--- src/rtl/debug_unit_gen.sv ---
// Debug unit for a pipelined CPU. It takes commands from a UART receiver and
// loads instruction memory, then runs or single-steps the pipeline. After a
// halt or a step it dumps PC, cycle count, registers and data memory over the
// UART transmitter, one byte at a time.
module debug_unit_gen #(
    parameter int NB_DATA  = 32,
    parameter int NB_IADDR = 7,
    parameter int N_REGS   = 32,
    parameter int NB_MADDR = 7,
    localparam int NB_RADDR = (N_REGS > 1) ? $clog2(N_REGS) : 1
) (
    input  logic                i_clock,
    input  logic                i_reset,
    input  logic [7:0]          i_rx_byte,
    input  logic                i_rx_done,
    input  logic                i_tx_done,
    input  logic                i_halt,
    input  logic [NB_IADDR-1:0] i_pc,
    input  logic [NB_DATA-1:0]  i_reg_data,
    input  logic [NB_DATA-1:0]  i_mem_data,
    output logic [7:0]          o_tx_byte,
    output logic                o_tx_start,
    output logic                o_enable_pipe,
    output logic                o_imem_we,
    output logic [NB_IADDR-1:0] o_imem_addr,
    output logic [NB_DATA-1:0]  o_imem_data,
    output logic                o_load_sel,
    output logic [NB_RADDR-1:0] o_reg_addr,
    output logic [NB_MADDR-1:0] o_mem_addr,
    output logic [3:0]          o_state
);

    localparam int NB_WORD    = (NB_DATA > 32) ? NB_DATA : 32;
    localparam int NB_CNT     = NB_IADDR + 1;
    localparam int NB_BCNT    = $clog2(NB_WORD / 8) + 1;
    localparam int IMEM_WORDS = 1 << NB_IADDR;
    localparam int DATA_BYTES = NB_DATA / 8;

    localparam logic [NB_BCNT-1:0]  DATA_BYTES_C = NB_BCNT'(DATA_BYTES);
    localparam logic [NB_BCNT-1:0]  WORD32_BYTES = NB_BCNT'(4);
    localparam logic [NB_RADDR-1:0] LAST_REG     = NB_RADDR'(N_REGS - 1);

    localparam logic [7:0] CMD_LOAD      = 8'h01;
    localparam logic [7:0] CMD_RUN       = 8'h10;
    localparam logic [7:0] CMD_STEP      = 8'h20;
    localparam logic [7:0] CMD_STEP_GO   = 8'h30;
    localparam logic [7:0] CMD_STEP_EXIT = 8'h2F;

    typedef enum logic [3:0] {
        S_IDLE     = 4'd0,
        S_LD_CNT   = 4'd1,
        S_LD_BYTE  = 4'd2,
        S_LD_WR    = 4'd3,
        S_RUN      = 4'd4,
        S_STEP     = 4'd5,
        S_SEND_PC  = 4'd6,
        S_SEND_CYC = 4'd7,
        S_SEND_REG = 4'd8,
        S_SEND_MEM = 4'd9
    } state_t;

    // Each dumped word goes through: address settle, capture, then per byte
    // a start request followed by a wait for the transmitter.
    typedef enum logic [1:0] {
        PH_ADDR  = 2'd0,
        PH_LOAD  = 2'd1,
        PH_START = 2'd2,
        PH_WAIT  = 2'd3
    } phase_t;

    state_t              state_q, state_d;
    phase_t              phase_q, phase_d;
    logic [31:0]         cyc_q, cyc_d;
    logic [NB_WORD-1:0]  shift_q, shift_d;
    logic [NB_BCNT-1:0]  byte_cnt_q, byte_cnt_d;
    logic [NB_CNT-1:0]   word_idx_q, word_idx_d;
    logic [NB_CNT-1:0]   word_cnt_q, word_cnt_d;
    logic [NB_RADDR-1:0] reg_addr_q, reg_addr_d;
    logic [NB_MADDR-1:0] mem_addr_q, mem_addr_d;
    logic [7:0]          tx_byte_q, tx_byte_d;
    logic                tx_start_q, tx_start_d;
    logic                step_mode_q, step_mode_d;
    logic                step_go_q, step_go_d;
    logic                halt_seen_q, halt_seen_d;
    logic                enable_pipe;
    logic [31:0]         cyc_inc;

    assign cyc_inc = (cyc_q == 32'hFFFF_FFFF) ? cyc_q : cyc_q + 32'd1;

    // Command decoding, load sequencing, run/step control and dump sequencing.
    always_comb begin
        state_d     = state_q;
        phase_d     = phase_q;
        cyc_d       = cyc_q;
        shift_d     = shift_q;
        byte_cnt_d  = byte_cnt_q;
        word_idx_d  = word_idx_q;
        word_cnt_d  = word_cnt_q;
        reg_addr_d  = reg_addr_q;
        mem_addr_d  = mem_addr_q;
        tx_byte_d   = tx_byte_q;
        tx_start_d  = 1'b0;
        step_mode_d = step_mode_q;
        step_go_d   = step_go_q;
        halt_seen_d = halt_seen_q;
        enable_pipe = 1'b0;

        case (state_q)
            S_IDLE: begin
                if (i_rx_done) begin
                    case (i_rx_byte)
                        CMD_LOAD: state_d = S_LD_CNT;
                        CMD_RUN: begin
                            state_d     = S_RUN;
                            cyc_d       = '0;
                            step_mode_d = 1'b0;
                        end
                        CMD_STEP: begin
                            state_d     = S_STEP;
                            cyc_d       = '0;
                            step_mode_d = 1'b1;
                            step_go_d   = 1'b0;
                            halt_seen_d = 1'b0;
                        end
                        default: ;
                    endcase
                end
            end
            S_LD_CNT: begin
                if (i_rx_done) begin
                    if (i_rx_byte == 8'h00) begin
                        state_d = S_IDLE;
                    end else begin
                        state_d    = S_LD_BYTE;
                        word_idx_d = '0;
                        byte_cnt_d = DATA_BYTES_C;
                        if (int'(i_rx_byte) > IMEM_WORDS) begin
                            word_cnt_d = NB_CNT'(IMEM_WORDS);
                        end else begin
                            word_cnt_d = NB_CNT'(i_rx_byte);
                        end
                    end
                end
            end
            S_LD_BYTE: begin
                if (i_rx_done) begin
                    shift_d = {shift_q[NB_WORD-9:0], i_rx_byte};
                    if (byte_cnt_q == NB_BCNT'(1)) begin
                        state_d = S_LD_WR;
                    end else begin
                        byte_cnt_d = byte_cnt_q - NB_BCNT'(1);
                    end
                end
            end
            S_LD_WR: begin
                word_idx_d = word_idx_q + NB_CNT'(1);
                byte_cnt_d = DATA_BYTES_C;
                if (word_idx_q + NB_CNT'(1) == word_cnt_q) begin
                    state_d = S_IDLE;
                end else begin
                    state_d = S_LD_BYTE;
                end
            end
            S_RUN: begin
                if (i_halt) begin
                    state_d = S_SEND_PC;
                    phase_d = PH_ADDR;
                end else begin
                    enable_pipe = 1'b1;
                    cyc_d       = cyc_inc;
                end
            end
            S_STEP: begin
                if (step_go_q) begin
                    enable_pipe = 1'b1;
                    cyc_d       = cyc_inc;
                    halt_seen_d = i_halt;
                    step_go_d   = 1'b0;
                    state_d     = S_SEND_PC;
                    phase_d     = PH_ADDR;
                end else if (i_rx_done) begin
                    if (i_rx_byte == CMD_STEP_GO) begin
                        step_go_d = 1'b1;
                    end else if (i_rx_byte == CMD_STEP_EXIT) begin
                        state_d     = S_IDLE;
                        step_mode_d = 1'b0;
                    end
                end
            end
            S_SEND_PC, S_SEND_CYC, S_SEND_REG, S_SEND_MEM: begin
                case (phase_q)
                    PH_ADDR: phase_d = PH_LOAD;
                    PH_LOAD: begin
                        phase_d = PH_START;
                        case (state_q)
                            S_SEND_PC: begin
                                shift_d    = NB_WORD'(i_pc) << (NB_WORD - 32);
                                byte_cnt_d = WORD32_BYTES;
                            end
                            S_SEND_CYC: begin
                                shift_d    = NB_WORD'(cyc_q) << (NB_WORD - 32);
                                byte_cnt_d = WORD32_BYTES;
                            end
                            S_SEND_REG: begin
                                shift_d    = NB_WORD'(i_reg_data) << (NB_WORD - NB_DATA);
                                byte_cnt_d = DATA_BYTES_C;
                            end
                            default: begin
                                shift_d    = NB_WORD'(i_mem_data) << (NB_WORD - NB_DATA);
                                byte_cnt_d = DATA_BYTES_C;
                            end
                        endcase
                    end
                    PH_START: begin
                        tx_byte_d  = shift_q[NB_WORD-1 -: 8];
                        tx_start_d = 1'b1;
                        phase_d    = PH_WAIT;
                    end
                    default: begin
                        if (i_tx_done) begin
                            if (byte_cnt_q > NB_BCNT'(1)) begin
                                shift_d    = {shift_q[NB_WORD-9:0], 8'h00};
                                byte_cnt_d = byte_cnt_q - NB_BCNT'(1);
                                phase_d    = PH_START;
                            end else begin
                                phase_d = PH_ADDR;
                                case (state_q)
                                    S_SEND_PC: state_d = S_SEND_CYC;
                                    S_SEND_CYC: begin
                                        state_d    = S_SEND_REG;
                                        reg_addr_d = '0;
                                    end
                                    S_SEND_REG: begin
                                        if (reg_addr_q == LAST_REG) begin
                                            state_d    = S_SEND_MEM;
                                            mem_addr_d = '0;
                                        end else begin
                                            reg_addr_d = reg_addr_q + NB_RADDR'(1);
                                        end
                                    end
                                    default: begin
                                        if (mem_addr_q == '1) begin
                                            reg_addr_d = '0;
                                            mem_addr_d = '0;
                                            if (step_mode_q && !halt_seen_q) begin
                                                state_d = S_STEP;
                                            end else begin
                                                state_d     = S_IDLE;
                                                step_mode_d = 1'b0;
                                            end
                                        end else begin
                                            mem_addr_d = mem_addr_q + NB_MADDR'(1);
                                        end
                                    end
                                endcase
                            end
                        end
                    end
                endcase
            end
            default: state_d = S_IDLE;
        endcase
    end

    // State and datapath registers; reset abandons any load or dump in progress.
    always_ff @(posedge i_clock or negedge i_reset) begin
        if (!i_reset) begin
            state_q     <= S_IDLE;
            phase_q     <= PH_ADDR;
            cyc_q       <= '0;
            shift_q     <= '0;
            byte_cnt_q  <= '0;
            word_idx_q  <= '0;
            word_cnt_q  <= '0;
            reg_addr_q  <= '0;
            mem_addr_q  <= '0;
            tx_byte_q   <= '0;
            tx_start_q  <= 1'b0;
            step_mode_q <= 1'b0;
            step_go_q   <= 1'b0;
            halt_seen_q <= 1'b0;
        end else begin
            state_q     <= state_d;
            phase_q     <= phase_d;
            cyc_q       <= cyc_d;
            shift_q     <= shift_d;
            byte_cnt_q  <= byte_cnt_d;
            word_idx_q  <= word_idx_d;
            word_cnt_q  <= word_cnt_d;
            reg_addr_q  <= reg_addr_d;
            mem_addr_q  <= mem_addr_d;
            tx_byte_q   <= tx_byte_d;
            tx_start_q  <= tx_start_d;
            step_mode_q <= step_mode_d;
            step_go_q   <= step_go_d;
            halt_seen_q <= halt_seen_d;
        end
    end

    assign o_tx_byte     = tx_byte_q;
    assign o_tx_start    = tx_start_q;
    assign o_enable_pipe = enable_pipe;
    assign o_imem_we     = (state_q == S_LD_WR);
    assign o_imem_addr   = word_idx_q[NB_IADDR-1:0];
    assign o_imem_data   = shift_q[NB_DATA-1:0];
    assign o_load_sel    = (state_q == S_LD_CNT) || (state_q == S_LD_BYTE) || (state_q == S_LD_WR);
    assign o_reg_addr    = reg_addr_q;
    assign o_mem_addr    = mem_addr_q;
    assign o_state       = state_q;

endmodule

--- config.mk ---
export PLATFORM = sky130hd
export DESIGN_NAME = debug_unit_gen
export DESIGN_NICKNAME = d
export VERILOG_FILES = /design/src/rtl/debug_unit_gen.sv
export SDC_FILE = /design/constraint.sdc
export NUM_CORES = 1
export LEC_CHECK = 0
export BUFFER_PORTS_ARGS = -buffer_cell sky130_fd_sc_hd__buf_4
export CAP_MARGIN = 25
export CORE_UTILIZATION = 54
export CTS_BUF_LIST = sky130_fd_sc_hd__clkbuf_4 sky130_fd_sc_hd__clkbuf_8 sky130_fd_sc_hd__clkbuf_16
export CTS_CLUSTER_SIZE = 40
export DETAILED_ROUTE_END_ITERATION = 12
export PLACE_DENSITY = 0.87
export SYNTH_ARGS = -nofsm -noshare
export SYNTH_HDL_FRONTEND = slang
export SYNTH_SLANG_ARGS = --single-unit
--- constraint.sdc ---
create_clock -name i_clock -period 3.2 [get_ports i_clock]
set_input_delay 0.64 -clock i_clock [delete_from_list [all_inputs] [get_ports i_clock]]
set_output_delay 0.64 -clock i_clock [all_outputs]
set_load 0.005 [all_outputs]
Word level (Yosys, flattened, before mapping)

Cells that the tools add are included.

$add $sub $neg: 5
$mul: 0
Div/mod/pow operators: 0
Order comparisons: 2
Equal/unequal tests: 55
Shift-type cells: 0
Muxes and demuxes: 82
Bitwise logic cells: 5
Reduce and logical (&&, ||, !) cells: 34

Operator list:

| kind                    | number |
|---|---|
| $mux W32                | 8 |
| $pmux W32 S3            | 2 |
| $pmux W32 S2            | 2 |
| $mux W4                 | 14 |
| $ne A2 B2 Y1 const B    | 23 |
| $add A32 B1 Y32 const B | 1 |
| $eq A32 B32 Y1 const B  | 1 |
| $pmux W4 S7             | 1 |
| $eq A8 B6 Y1 const B    | 3 |
| $mux W8                 | 3 |
| $pmux W4 S3             | 2 |
| $mux W1                 | 21 |
| $mux W3                 | 7 |
| $ne A3 B3 Y1 const B    | 6 |
| $eq A4 B3 Y1 const B    | 4 |
| $pmux W8 S2             | 1 |
| $pmux W5 S3             | 1 |
| $mux W7                 | 2 |
| $pmux W7 S2             | 1 |
| $reduce_and A14 Y1      | 1 |
| $reduce_and A13 Y1      | 1 |
| $mux W2                 | 6 |
| $pmux W2 S3             | 2 |
| $pmux W3 S4             | 1 |
| 45 further kinds        | 69 |

Register bits after elaboration: 113
Bits in latches: 0
Memory bits (writable): 0
Memory bits (read-only): 0
Bits of input ports: 84
Output and inout port bits: 67
Word-level logic and storage cells: 197
Memories kept: 0

Logic depth before layout (Yosys ltp)

Gate-level depths: netlist of run 1.

Depth after elaboration: 9
Gate-level depth with buffers: 9
Mapped depth without buffers: 7

Worst setup path before layout of run 1

Ideal clock, no wire load.

Kind: input to register
From: input i_rx_byte[5]
To: register word_idx_q[4]
Setup time: 0.096 ns
Data arrival time: 2.086 ns
Required time: 3.104 ns
Setup slack: 1.018 ns
Cell stages on the path: 6
Path buffers: 1
Cell sequence: buf_2 -> or4_1 -> o21a_1 -> o211ai_1 -> o21ai_0 -> o31ai_1

Longest elaborated chain between the ends: 3

Ends and longest elaborated chain:

| item                        | RTL line | text |
|---|---|---|
| start, declared             | 14       | `input logic [7:0] i_rx_byte,` |
| $logic_not A8 Y1            | 131      | `if (i_rx_byte == 8'h00) begin` |
| $ne A2 B2 Y1 (no line)      | n/a      |  |
| $reduce_and A3 Y1 (no line) | n/a      |  |
| end signal, assigned        | 288      | `word_idx_q <= word_idx_d;` |
| end, declared               | 76       | `logic [NB_CNT-1:0] word_idx_q, word_idx_d;` |

No other way between the ends.
A chain may end at the register's enable or synchronous reset.

Worst setup path after layout of run 1

From: register state_q[1], in the netlist o_state[1]
To: output o_enable_pipe

Longest elaborated chain between the ends: 2
Elaborated cells between the ends (all ways): 3
Those cells by class: eq/ne (2); mux (1)

Ends and longest elaborated chain:

| item                   | RTL line | text |
|---|---|---|
| start, declared        | 71       | `state_t state_q, state_d;` |
| start signal, assigned | 283      | `state_q <= state_d;` |
| $eq A4 B3 Y1           | 108      | `case (state_q)` |
| $pmux W1 S2 (*)        | 108      |  |
| end, declared          | 23       | `output logic o_enable_pipe,` |

Mark *: on every way between the ends. The rest lies on a longest branch, timed or not.

==> results of run 1 <==
-- worst paths after layout --
kind / startpoint / end / slack [ns] / depth (start not counted)
min reg2reg: word_cnt_q[1]$_DFFE_PN0P_ / word_cnt_q[1]$_DFFE_PN0P_ / 0.50 / 2
min in group i_clock: i_rx_byte[2] / word_cnt_q[2]$_DFFE_PN0P_ / 0.50 / 3
min: i_reset / word_cnt_q[1]$_DFFE_PN0P_ / 0.22 / 1
max in group asynchronous: i_reset / cyc_q[19]$_DFFE_PN0P_ / 2.20 / 2
max: o_state[1]$_DFFE_PN0P_ / o_enable_pipe / 0.34 / 3
max reg2reg: o_state[1]$_DFFE_PN0P_ / cyc_q[10]$_DFFE_PN0P_ / 0.45 / 6
-- sequential cells by signal, indices dropped and copies added (netlist names) --
register and count:
o_tx_start 1, cyc_q 32, o_state 4, o_imem_data 32
halt_seen_q 1, step_mode_q 1, phase_q 2, o_mem_addr 7
step_go_q 1, word_idx_q 8, o_reg_addr 5, byte_cnt_q 3
word_cnt_q 8, o_tx_byte 8
-- cell type report --
class                           instances  area share [%]
Multi-Input combinational cell        595           44.92
Sequential cell                       113           31.51
Timing Repair Buffer                  165           14.08
Clock buffer                           18           4.894
Tap cell                              172           2.398
Clock inverter                         14           1.478
Inverter                               17          0.7111
-- power by group --
| part | internal [mW] | total [mW] | switching, mW |
|---|---|---|---|
| logic | 1.08 | 2.09 | 1.01 |
| registers | 1.75 | 2.14 | 0.388 |
| clock network | 1.09 | 1.84 | 0.743 |
-- critical path, delay by kind of cell (launching register included) --
kind                   cells  cell delay [ns]
buffers and inverters      1             0.17
and+or+nand+nor            2             1.01
DFF                        1             0.61
-- synth_stat cells (6+ instances only) --
master and number:
nor2_1 43, clkbuf_1 27, nand2_1 90, mux2_2 45
nand3_1 29, nor3_1 7, dfrtp_1 113, buf_4 10
nand2b_1 22, o21ai_1 8, mux2i_1 13, nor4_1 11
a21oi_1 26, and4_1 7, o31ai_1 40, a222oi_1 25
buf_2 14, a31oi_1 8, xnor2_1 7, o21ai_0 78
a221oi_1 7, inv_1 17, or4_1 14, ha_1 11
nand4_1 10, and3_1 6
-- kinds of logic after synthesis --
family | after synthesis | share of synthesized area, %
AO/OA/AOI/OAI | 236 | 22.15
buffers and inverters | 78 | 5.508
flip-flops | 113 | 39.15
multiplexers | 58 | 8.817
AND/OR/NAND/NOR | 279 | 21.13
adder cells (fa/ha/maj) | 11 | 1.905
XOR/XNOR | 11 | 1.334
-- layer usage --
metal  GRT usage, %  vias to the layer above  wire, um
met5              0                        -         0
met4          17.39                        0       852
met3          7.461                       75      2173
met2          51.54                      517     10720
met1          40.25                     3496      8362
li1               -                     3236         -
-- metrics by stage --
stage,worst slack (ns),util (%),instances,hold WS [ns]
floorplan,1.018,-,786,0.3444
global placement,0.4739,65.36,1061,0.4847
detailed placement,0.3685,65.51,1062,0.4908
CTS,0.3489,69.97,1094,0.2455
global route,0.1944,69.97,1094,0.2682
finish,0.3387,69.97,1094,0.2232
==> flow_summary.ini, run 1 <==
[status]
outcome = finished clean

[setup_path]
critPathKind = register to output pin
crit_slowest_cell = or3b_1
end_kind = output pin
cpPeakStageDelay_ns = 0.63
crit_path_start_kind = register
crit_chain = or3b_1, nor3_4, buf_4
critPathArrivalTime_ns = 2.22
cp.required_ns = 2.56
crit_fanout = 20

[routing]
drt_iter0_drc = 956
drc = 0
vias = 7324
wl_um = 22110
detail_route.wl_per_cell_um = 20.21
routed_via_density = 6.695
antenna_left = 0
firstDrtPassIters = 7

[placement]
gp_congestion = 0.9432
io_buffers = 150
place_area_sq_mm = 0.008402
dp_hpwl_um = 15460

[global_route]
track_usage_pct = 32.18
grt_pass1_wl_um = 34870
grt_pass1_vias = 6626
antenna_found_initial = 0
grt_max_degree = 68
overflow = 0

[final_layout]
regArea_sq_mm = 0.002828
nets = 1004
antennaDiodeCount = 0
final_cell_mix = 163 x buf_4, 113 x dfrtp_1, 90 x nand2_1
final_layout_size_suffix_gt1_share_pct = 28.63
syn_to_final_growth_pct = 24.23
layout_commonest_cell = buf_4
fin_area_sq_mm = 0.008974
n_fill_cell = 986
multi_input_area_sq_mm = 0.004031

[yosys]
ys_types = 78
synth_edf_count = 0
yosys_warnings = 0
async_reset_ff_share_pct = 100.0
synth_top_area_share_pct = 39.15
netlist_area_sq_mm = 0.007223
synthTopCellsByArea = dfrtp_1 39%, mux2_2 7.0%, o21ai_0 5.4%
syn-num-nets = 881
yosys.area.top_type = dfrtp_1
seq_area_frac_synth_pct = 39.15
synth_ff_type = dfrtp_1
synthCells = 786
ys_ff_latch = 113
syn_avg_cell_area_sq_um = 9.190

[floorplanning]
initial_core_util_pct = 56.32
core_area_sq_mm = 0.01282
die-width_um = 117.7
dieArea_sq_mm = 0.01384
boundaryPins = 151
rows = 41
fp.dieH_um = 117.7

[timing]
max_slew.worst_pin.slew_ns = 0.8573
min_period_over_period_pct = 89.42
setup_viol = 0
relSlewSlack_pct = 42.64
slew_violations = 0
hold_viol_final = 0
rsz0062_at_grt = false
fin_worst_skew_ns = 0.007216
fin_tns_setup_ns = 0
fin_crit_ns = 2.861
max_freq_mhz = 349.5

[cts]
cts_buffers = 17
root_buffer = clkbuf_16
clock_latency_ns = 0.44
cts_hold_buf = 0
clock_sinks = 113
cts_resized = 0
path_clk_slew_ns = 0.06
cts_setup_buffers = 0
htree_levels = 4
cts_buffer_depth = 2
cts_tree = yes

[run]
max_cap_violations = 0

[power_and_ir_drop]
p_total_mw = 6.072
leakage_nw = 3.980
p_per_area_mw_per_mm2 = 676.7
ir_drop_mv = 0.5344

[min_path]
min_path_type = primary input to async pin
Power figures use the tool's default switching activity.
==> inputs of run 2 (changes only) <==
==> config.mk (replaced) <==
export PLATFORM = sky130hd
export DESIGN_NAME = debug_unit_gen
export DESIGN_NICKNAME = d
export VERILOG_FILES = /design/src/rtl/debug_unit_gen.sv
export SDC_FILE = /design/constraint.sdc
export NUM_CORES = 1
export LEC_CHECK = 0
export CAP_MARGIN = 25
export CORE_UTILIZATION = 54
export CTS_BUF_LIST = sky130_fd_sc_hd__clkbuf_4 sky130_fd_sc_hd__clkbuf_8 sky130_fd_sc_hd__clkbuf_16
export CTS_CLUSTER_SIZE = 40
export DETAILED_ROUTE_END_ITERATION = 12
export DONT_BUFFER_PORTS = 1
export PLACE_DENSITY = 0.77
export SYNTH_ARGS = -nofsm -noshare
export SYNTH_HDL_FRONTEND = slang
export SYNTH_SLANG_ARGS = --single-unit
==> flow_summary.ini, run 2 (synthesized netlist as in run 1, its figures left out) <==
[status]
outcome = complete, but fails checks
violations = negative hold slack

[routing]
wl_um = 21760
antenna_left = 0
firstDrtPassIters = 5
vias = 6463
drc = 0
detail_route.wl_per_cell_um = 22.93
routed_via_density = 6.810
drt_iter0_drc = 971

[power_and_ir_drop]
p_clk_share_pct = 36.3
ir_drop_mv = 0.5084
switchingPower_mw = 2.009
combPwrFrac_pct = 26.7
switching_share_pct = 33.94
leakage_nw = 3.302
seq_power_share_pct = 37.0
p_per_area_mw_per_mm2 = 743.4
intPower_mw = 3.910

[timing]
max_freq_mhz = 356.2
relSlewSlack_pct = 30.97
fin_worst_skew_ns = 0.01243
hold_viol_final = 113
max_slew.worst_pin.slew_ns = 1.034
min_period_over_period_pct = 87.72
fin_ws_ns = 0.3929
rsz0062_at_grt = false
slew_violations = 0
fin_crit_ns = 2.807
hold_slack_ns = -0.1007
setup_viol = 0
fin_tns_setup_ns = 0

[floorplanning]
rows = 41
die-width_um = 117.7
fp.dieH_um = 117.7
core_area_sq_mm = 0.01282
dieArea_sq_mm = 0.01384
initial_core_util_pct = 56.32
boundaryPins = 151

[setup_path]
critPathKind = register to register
rr_endpoint = o_imem_data[3]$_DFFE_PN0P_
cp.required_ns = 3.58
rr_worst_depth = 6
r2r-start = o_state[2]$_DFFE_PN0P_
critPathArrivalTime_ns = 3.18
crit_fanout = 23
critPathLaunch = o_state[2]$_DFFE_PN0P_
ff2ff_setup_slack_ns = 0.39
end_kind = register
crit_path_start_kind = register

[cts]
clock_latency_ns = 0.44
path_clk_slew_ns = 0.06
cts_setup_buffers = 0
htree_levels = 4
clock_sinks = 113
cts_buffer_depth = 2
cts_buffers = 17
cts_resized = 0
root_buffer = clkbuf_16
cts_tree = yes

[global_route]
track_usage_pct = 32.19
grt_pass1_vias = 6336
overflow = 0
grt_pass1_wl_um = 34690
grt_max_degree = 114
antenna_found_initial = 0

[final_layout]
final_layout_size_suffix_gt1_share_pct = 15.32
nets = 859
utilization_pct = 62.08
syn_to_final_growth_pct = 10.22
layout_commonest_cell = dfrtp_1
final_cell_mix = 113 x dfrtp_1, 90 x nand2_1, 78 x o21ai_0
antennaDiodeCount = 0

[min_path]
min_path_type = primary input to async pin

[placement]
io_buffers = 0
dp_worst_setup_slack_ns = 0.4729
gp_congestion = 0.9499
dp_hpwl_um = 15640

[run]
max_cap_violations = 0
## run 2: cell count changes in the layout (fill, tap and decap cells not counted), sizes merged
cell      previous run  this run
buf                165        20
bufinv               1         5
clkinv               7         5
clkinvlp             3         1
## run 2: area by class of cell
cell class / count / area [sq um]
inverter: 17 / 63.81
clock inverter: 14 / 227.7
multi-input combinational: 595 / 4031
clock buffer: 18 / 432.9
tap: 172 / 215.2
sequential: 113 / 2828
timing repair buffer: 20 / 162.7
fill: 1101 / 4863
## run 2: worst max path at each step
stage                                  to  slack, ns  depth (start not counted)
6_report       o_imem_data[3]$_DFFE_PN0P_       0.39                          6
5_1_grt             cyc_q[27]$_DFFE_PN0P_       0.16                          5
4_1_cts                     o_enable_pipe       0.41                          2
3_5_place_dp   o_imem_data[3]$_DFFE_PN0P_       0.47                          6
3_3_place_gp   o_imem_data[3]$_DFFE_PN0P_       0.57                          6
2_1_floorplan   word_idx_q[4]$_DFFE_PN0P_       1.02                          6
## run 2: power by group through the flow
stage	combinational, mW	clock, mW	sequential (mW)
2_1_floorplan	1.31	0	2.01
3_3_place_gp	1.47	0	2.18
3_5_place_dp	1.53	0	2.20
4_1_cts	1.56	2.15	2.19
5_1_grt	1.75	2.22	2.23
6_report	1.58	2.15	2.19
## run 2: through the flow
step	power, mW	std cells	cell area (sq um)
after floorplan	3.321	786	7223
after global routing	6.198	949	7961
after CTS	5.896	948	7941
after global placement	3.652	916	7281
final	5.919	949	7961
after detailed placement	3.737	916	7281
## run 2: layer usage
layer | wire length [um] | global-route usage [%] | vias up | part of all wire (%)
met2 | 10720 | 53.01 | 328 | 49
met1 | 8369 | 38.97 | 3135 | 38
met5 | 0 | 0 | - | 0
met3 | 1946 | 9.884 | 50 | 8.9
met4 | 724 | 13.38 | 0 | 3.3
li1 | - | - | 2950 | -
## run 2: worst max-delay path: stages (launching register included)
cell	delay, ns
dfrtp_1	0.62
and3b_1	0.39
nor2_2	0.82
buf_4	0.33
a221oi_1	0.09
o21ai_0	0.29
mux2_2	0.21
